## src/rtl/split_vector_driver_if.sv

```systemverilog
// Bundle between the stimulus driver (master) and its host/checker side (slave).
interface split_vector_driver_if #(
    parameter int VEC_W = 256
);
    logic             seed_load;
    logic [31:0]      seed;
    logic             start;
    logic [15:0]      num_samples;
    logic [VEC_W-1:0] vec_out;
    logic             vec_valid;
    logic             x_in;
    logic             busy;
    logic             done;
    logic [15:0]      sat_count;
    logic             sat_found;
    logic [VEC_W-1:0] sat_vec;

    // Driver side: takes control and the checker result, produces vectors and results.
    modport master (
        input  seed_load, seed, start, num_samples, x_in,
        output vec_out, vec_valid, busy, done, sat_count, sat_found, sat_vec
    );

    // Host/checker side: the mirror image of the driver.
    modport slave (
        output seed_load, seed, start, num_samples, x_in,
        input  vec_out, vec_valid, busy, done, sat_count, sat_found, sat_vec
    );
endinterface

```

## src/rtl/split_vector_driver.sv

```systemverilog
// Pseudo-random assignment generator for a split constraint checker: builds
// each vector from a 32-bit Galois LFSR one word per cycle, waits out the
// checker latency, samples x_in and tallies / captures satisfying vectors.
module split_vector_driver #(
    parameter int VEC_W   = 256,
    parameter int CHK_LAT = 0
) (
    input logic                   clk,
    input logic                   rst,
    split_vector_driver_if.master bus
);
    localparam int          CHUNKS     = (VEC_W + 31) / 32;
    localparam int          CIDX_W     = (CHUNKS > 1) ? $clog2(CHUNKS) : 1;
    localparam int          WAIT_W     = (CHK_LAT > 1) ? $clog2(CHK_LAT) : 1;
    localparam logic [CIDX_W-1:0] LAST_CHUNK = CIDX_W'(CHUNKS - 1);
    localparam logic [31:0] LFSR_MASK  = 32'h8020_0003;
    localparam logic [31:0] LFSR_INIT  = 32'h0000_0001;

    typedef enum logic [2:0] {
        S_IDLE,
        S_GEN,
        S_WAIT,
        S_SAMPLE,
        S_DONE
    } state_t;

    state_t             state_q,     state_d;
    logic [31:0]        lfsr_q,      lfsr_d;
    logic [CIDX_W-1:0]  chunk_q,     chunk_d;
    logic [15:0]        remain_q,    remain_d;
    logic [WAIT_W-1:0]  wait_q,      wait_d;
    logic [VEC_W-1:0]   vec_out_q,   vec_out_d;
    logic               vec_valid_q, vec_valid_d;
    logic               busy_q,      busy_d;
    logic               done_q,      done_d;
    logic [15:0]        sat_count_q, sat_count_d;
    logic               sat_found_q, sat_found_d;
    logic [VEC_W-1:0]   sat_vec_q,   sat_vec_d;
    logic [31:0]        lfsr_nxt;

    // Right-shifting Galois step: shift out bit 0 and fold the mask back in when it was set.
    function automatic logic [31:0] lfsr_step(input logic [31:0] s);
        return s[0] ? ((s >> 1) ^ LFSR_MASK) : (s >> 1);
    endfunction

    // Next-state and next-output logic for the whole run sequencer.
    always_comb begin
        // NOTE: every _d starts as a copy of its _q so no path through the case leaves a variable unassigned, which would infer a latch.
        state_d     = state_q;
        lfsr_d      = lfsr_q;
        chunk_d     = chunk_q;
        remain_d    = remain_q;
        wait_d      = wait_q;
        vec_out_d   = vec_out_q;
        sat_count_d = sat_count_q;
        sat_found_d = sat_found_q;
        sat_vec_d   = sat_vec_q;
        done_d      = 1'b0;
        lfsr_nxt    = lfsr_step(lfsr_q);

        unique case (state_q)
            S_IDLE, S_DONE: begin
                // Seed goes in before any step, so a same-cycle start runs from the new seed.
                if (bus.seed_load) begin
                    lfsr_d = (bus.seed == 32'd0) ? LFSR_INIT : bus.seed;
                end
                if (bus.start) begin
                    sat_count_d = 16'd0;
                    sat_found_d = 1'b0;
                    sat_vec_d   = '0;
                    remain_d    = bus.num_samples;
                    chunk_d     = '0;
                    if (bus.num_samples == 16'd0) begin
                        state_d = S_DONE;
                        done_d  = 1'b1;
                    end else begin
                        state_d = S_GEN;
                    end
                end
            end

            S_GEN: begin
                lfsr_d = lfsr_nxt;
                // Bits of the final word beyond VEC_W simply have no destination.
                for (int b = 0; b < VEC_W; b++) begin
                    if ((b / 32) == int'(chunk_q)) begin
                        vec_out_d[b] = lfsr_nxt[b % 32];
                    end
                end
                if (chunk_q == LAST_CHUNK) begin
                    chunk_d = '0;
                    if (CHK_LAT == 0) begin
                        state_d = S_SAMPLE;
                    end else begin
                        state_d = S_WAIT;
                        wait_d  = WAIT_W'(CHK_LAT - 1);
                    end
                end else begin
                    chunk_d = chunk_q + 1'b1;
                end
            end

            S_WAIT: begin
                if (wait_q == '0) begin
                    state_d = S_SAMPLE;
                end else begin
                    wait_d = wait_q - 1'b1;
                end
            end

            S_SAMPLE: begin
                if (bus.x_in) begin
                    if (sat_count_q != 16'hFFFF) begin
                        sat_count_d = sat_count_q + 16'd1;
                    end
                    if (!sat_found_q) begin
                        sat_found_d = 1'b1;
                        sat_vec_d   = vec_out_q;
                    end
                end
                remain_d = remain_q - 16'd1;
                if (remain_q == 16'd1) begin
                    state_d = S_DONE;
                    done_d  = 1'b1;
                end else begin
                    state_d = S_GEN;
                end
            end

            default: state_d = S_IDLE;
        endcase

        // Status flags are registered from the state being entered so they line up with it.
        busy_d      = (state_d inside {S_GEN, S_WAIT, S_SAMPLE});
        vec_valid_d = (state_d inside {S_WAIT, S_SAMPLE});
    end

    // State and output registers; reset aborts a run without a done pulse.
    always_ff @(posedge clk or posedge rst) begin
        if (rst) begin
            state_q     <= S_IDLE;
            lfsr_q      <= LFSR_INIT;
            chunk_q     <= '0;
            remain_q    <= 16'd0;
            wait_q      <= '0;
            vec_out_q   <= '0;
            vec_valid_q <= 1'b0;
            busy_q      <= 1'b0;
            done_q      <= 1'b0;
            sat_count_q <= 16'd0;
            sat_found_q <= 1'b0;
            sat_vec_q   <= '0;
        end else begin
            // NOTE: non-blocking assignments so every register samples the pre-edge values, independent of statement order.
            state_q     <= state_d;
            lfsr_q      <= lfsr_d;
            chunk_q     <= chunk_d;
            remain_q    <= remain_d;
            wait_q      <= wait_d;
            vec_out_q   <= vec_out_d;
            vec_valid_q <= vec_valid_d;
            busy_q      <= busy_d;
            done_q      <= done_d;
            sat_count_q <= sat_count_d;
            sat_found_q <= sat_found_d;
            sat_vec_q   <= sat_vec_d;
        end
    end

    assign bus.vec_out   = vec_out_q;
    assign bus.vec_valid = vec_valid_q;
    assign bus.busy      = busy_q;
    assign bus.done      = done_q;
    assign bus.sat_count = sat_count_q;
    assign bus.sat_found = sat_found_q;
    assign bus.sat_vec   = sat_vec_q;
endmodule

```

## src/flat_wrapper.sv

```systemverilog
// flat-port wrapper written by rule: the top's interface ports become plain ports
module split_vector_driver_flat 
#(
    parameter int VEC_W   = 256,
    parameter int CHK_LAT = 0
)
  (clk, rst, bus_seed_load, bus_seed, bus_start, bus_num_samples, bus_x_in, bus_vec_out, bus_vec_valid, bus_busy, bus_done, bus_sat_count, bus_sat_found, bus_sat_vec);
  split_vector_driver_if #(.VEC_W(VEC_W)) bus_i ();
  input logic clk;
  input logic rst;
  input wire logic [$bits(bus_i.seed_load)-1:0] bus_seed_load;
  input wire logic [$bits(bus_i.seed)-1:0] bus_seed;
  input wire logic [$bits(bus_i.start)-1:0] bus_start;
  input wire logic [$bits(bus_i.num_samples)-1:0] bus_num_samples;
  input wire logic [$bits(bus_i.x_in)-1:0] bus_x_in;
  output wire logic [$bits(bus_i.vec_out)-1:0] bus_vec_out;
  output wire logic [$bits(bus_i.vec_valid)-1:0] bus_vec_valid;
  output wire logic [$bits(bus_i.busy)-1:0] bus_busy;
  output wire logic [$bits(bus_i.done)-1:0] bus_done;
  output wire logic [$bits(bus_i.sat_count)-1:0] bus_sat_count;
  output wire logic [$bits(bus_i.sat_found)-1:0] bus_sat_found;
  output wire logic [$bits(bus_i.sat_vec)-1:0] bus_sat_vec;
  assign bus_i.seed_load = bus_seed_load;
  assign bus_i.seed = bus_seed;
  assign bus_i.start = bus_start;
  assign bus_i.num_samples = bus_num_samples;
  assign bus_i.x_in = bus_x_in;
  assign bus_vec_out = bus_i.vec_out;
  assign bus_vec_valid = bus_i.vec_valid;
  assign bus_busy = bus_i.busy;
  assign bus_done = bus_i.done;
  assign bus_sat_count = bus_i.sat_count;
  assign bus_sat_found = bus_i.sat_found;
  assign bus_sat_vec = bus_i.sat_vec;
  split_vector_driver #(.VEC_W(VEC_W), .CHK_LAT(CHK_LAT)) u_core (.clk(clk), .rst(rst), .bus(bus_i));
endmodule
```

## config.mk

```make
export PLATFORM = sky130hd
export DESIGN_NAME = split_vector_driver_flat
export DESIGN_NICKNAME = d
export VERILOG_FILES = /design/src/rtl/split_vector_driver_if.sv /design/src/rtl/split_vector_driver.sv /design/src/flat_wrapper.sv
export SDC_FILE = /design/constraint.sdc
export NUM_CORES = 1
export LEC_CHECK = 0
export CAP_MARGIN = 20
export CORE_MARGIN = 4
export CORE_UTILIZATION = 35
export DETAILED_ROUTE_END_ITERATION = 10
export GPL_TIMING_DRIVEN = 1
export PLACE_DENSITY = 0.63
export SYNTH_ARGS = -nofsm -noshare
export SYNTH_HDL_FRONTEND = slang
export SYNTH_SLANG_ARGS = --single-unit
```

## constraint.sdc

```tcl
create_clock -name clk -period 28.8 [get_ports clk]
set_clock_uncertainty 0.2 [all_clocks]
set_input_delay 2.88 -clock clk [delete_from_list [all_inputs] [get_ports clk]]
set_output_delay 2.88 -clock clk [all_outputs]
set_load 0.005 [all_outputs]
```

==> out/metrics.cfg <==
[outcome]
outcome = finished clean

[power]
total_power_mw = 3.18
power.static_leakage_nw = 13.7
power_density_nw_per_um2 = 103
ir_drop_uv = 48.3

[critical_path]
cp_slowest_cell = nor3_4
setup.reg_to_reg.worst_slack_ns = 24.58
r2r_end = u_core.bus.sat_vec[75]
crit_top_cell = buf_4
crit_arrival_ns = 6.75
r2r_cells = 5
cp_data_required_time_ns = 29.15
criticalPathCategory = in -> reg
timing.rr.start = u_core.state_q[0]
slowest_delay_ns = 0.76
startpoint_type = input port
crit_chain = clkdlybuf4s50_1 -> nor3b_4 -> buf_4 -> nor2_2 -> nor3_4 -> buf_4 -> buf_4 -> a22o_1
cp-end-kind = flip-flop
critical_path.top_delay_family = buffers and inverters
path_buf_inv = 4
crit_fanout = 77

[finish]
nFillCells = 5435
multi_input_area_um2 = 7090
stdcell_area_um2 = 31000
fin_cells = 3004
area_delta_synth_final_pct = 38.7
layout-drive-gt1-share_pct = 13.0
seqCellArea_um2 = 14700
nNetsFinal = 2170

[grt]
grt_pass1_vias = 16400
grt_pass1_wl_um = 109000
antenna_found_initial = 6
grt-ovfl-total = 0
track_usage_pct = 20.9
grt_max_degree = 183

[clocking]
postCtsSetupBuffers = 0
cts-root-buf = clkbuf_16
numCtsBuffers = 61
tritoncts = done
cts_max_level = 2
hold_buffers = 0
cts-resized-gates = 0
path_clk_slew_ns = 0.06
clock-sinks = 586
clock_latency_ns = 0.62
clk_path_buf_depth = 3

[timing]
rsz0062_at_grt = false
drv_slew = 0
worst_pin_slew_ns = 1.12
whs_ns = 0.302
setup_tns_ns = 0
fin_crit_sh_pct = 22.3
fin_crit_ns = 6.41
setup-violations-final = 0
relSlewSlack_pct = 25.1
finalHoldViolCount = 0
max_freq_mhz = 156

[flow_run]
drv_cap = 0

[route]
viasPerCell = 5.25
antenna_left = 0
wl_per_cell_um = 24.3
vias = 15800
firstDrtPassIters = 8
drt-total-wl_um = 73000
initialDrtViolationCount = 1333
remaining_drc_errors = 0

[synthesis]
syn_nets = 1641
syn_area_per_cell_um2 = 14.2
netlist_area_um2 = 22300
synth_edf_count = 0
async_flop_share_pct = 100
netlist_instances = 1579
ys_seq_elements = 586
yosysUniqueCellTypes = 62
synth_seq_area_share_pct = 65.6
ys_warn_count = 0
synth_flop_cell = dfrtp_1

[die]
dieHeight_um = 261
num_rows = 92
core_area_um2 = 63200
die-area_um2 = 68000
start_util_pct = 35.4
io_pins = 585
die_w_um = 261

[placed_design]
place_congestion = 0.829
placedCellCount = 2891
dp_hpwl_um = 51000
portBuffers = 584
placed_cell_area_um2 = 28900

[hold_path]
whs_endpoint = u_core.bus.sat_vec[230]
holdPathStages = 1
min_path_type = reg -> reg
hp-start = u_core.bus.sat_vec[230]

==> worst max-delay path by stage <==
stage / end / slack, ns / start / cells after the start
final: u_core.bus.sat_vec[75] / 22.39 / bus_start / 8
after global routing: u_core.bus.sat_vec[75] / 22.18 / bus_start / 8
after CTS: u_core.bus.sat_vec[11] / 22.53 / bus_start / 8
after detailed placement: u_core.bus.sat_vec[171] / 21.87 / bus_start / 8
after global placement: u_core.bus.sat_vec[75] / 21.94 / bus_start / 8
after floorplan: u_core.bus.busy / 9.32 / rst / 1
==> placed cells by master, fill, tap and decap left out, drive strengths merged, types with 4 or more instances in the layout <==
cell / n
nand4: 6
xnor2: 11
nand2: 105
mux2: 233
a22oi: 29
and4: 5
a22o: 257
or4: 6
dfrtp: 585
nor4: 15
bufinv: 8
a21o: 6
nor2: 47
nor3: 13
ha: 9
and2: 4
mux2i: 5
clkinv: 10
clkdlybuf4s50: 584
buf: 17
o21ai: 25
nand3: 9
o211ai: 7
inv: 11
clkbuf: 90
a21oi: 16
==> area by class of cell <==
cell class | instances | share of cell area (%)
Antenna cell | 2 | 0.0161
Sequential cell | 586 | 47.3
Timing Repair Buffer | 601 | 19.4
Tap cell | 846 | 3.41
Clock buffer | 90 | 5.76
Clock inverter | 21 | 1.09
Multi-Input combinational cell | 849 | 22.9
Inverter | 9 | 0.133
==> per-layer routing <==
layer,up-vias,GRT usage (%),part of all wire (%)
met5,-,0,0.094
met4,10,5.05,2.0
met2,549,35.5,50
li1,6852,-,-
met3,124,4.90,6.3
met1,8246,27.2,42
==> registers in the layout, indices dropped and copies added, names as in the netlist <==
| register | count |
|---|---|
| u_core.state_q | 3 |
| u_core.chunk_q | 3 |
| u_core.remain_q | 16 |
| u_core.bus.vec_out | 256 |
| u_core.lfsr_q | 32 |
| u_core.bus.sat_vec | 256 |
| u_core.bus.sat_found | 1 |
| u_core.bus.done | 1 |
| u_core.bus.busy | 1 |
| u_core.bus.vec_valid | 1 |
| u_core.bus.sat_count | 16 |
==> report_power, final <==
group | internal (mW) | total [mW] | switching [mW]
registers | 1.07 | 1.39 | 0.325
logic | 0.588 | 0.965 | 0.377
clock network | 0.499 | 0.829 | 0.330
==> metrics by stage <==
stage          utilization, %  setup WS (ns)
2_1_floorplan               -           9.32
3_5_place_dp             45.7          21.87
5_1_grt                  49.0          22.18
6_report                 49.0          22.39
3_3_place_gp             45.7          21.94
4_1_cts                  49.0          22.53
==> cell usage after synthesis, drive strengths merged (2+ instances only) <==
cell      n  area share [%]
a21oi    16            0.36
xnor2    11            0.43
or3b      2           0.078
and4      5            0.21
a22oi    29            0.97
and3      3           0.084
o211ai    7            0.24
nor2     47            0.87
inv       9            0.15
nand4     6            0.17
o21a      3            0.10
a221oi    2           0.078
mux2i     5            0.22
a211oi    3            0.10
nor4     15            0.48
a21o      6            0.20
nor3     13            0.34
nor3b     2           0.090
dfrtp   585              66
and2      4            0.11
clkbuf   43            0.72
nand3b    2           0.067
ha        9            0.50
a22o    257              10
o21ai    25            0.56
or4       6            0.25
mux2    233              12
a311oi    3            0.12
o31ai     2           0.067
nand2   105             1.9
a221o     3            0.13
nand3     9            0.20
buf      92             2.1
==> cell families after synthesis <==
logic type      synth area share (%)
fa+ha+maj                      0.504
simple gates                    4.99
mux                             12.0
compound gates                  13.5
buf+inv                         2.96
flops                           65.6
xor+xnor                       0.470
==> worst reg2reg max path: cells and delay by family (launching register included) <==
family | cells | cell delay (ns)
AOI/OAI and AO/OA | 1 | 0.27
buffers and inverters | 2 | 1.55
DFF | 1 | 0.60
and+or+nand+nor | 2 | 1.54
(Power assumes the default switching activity.)
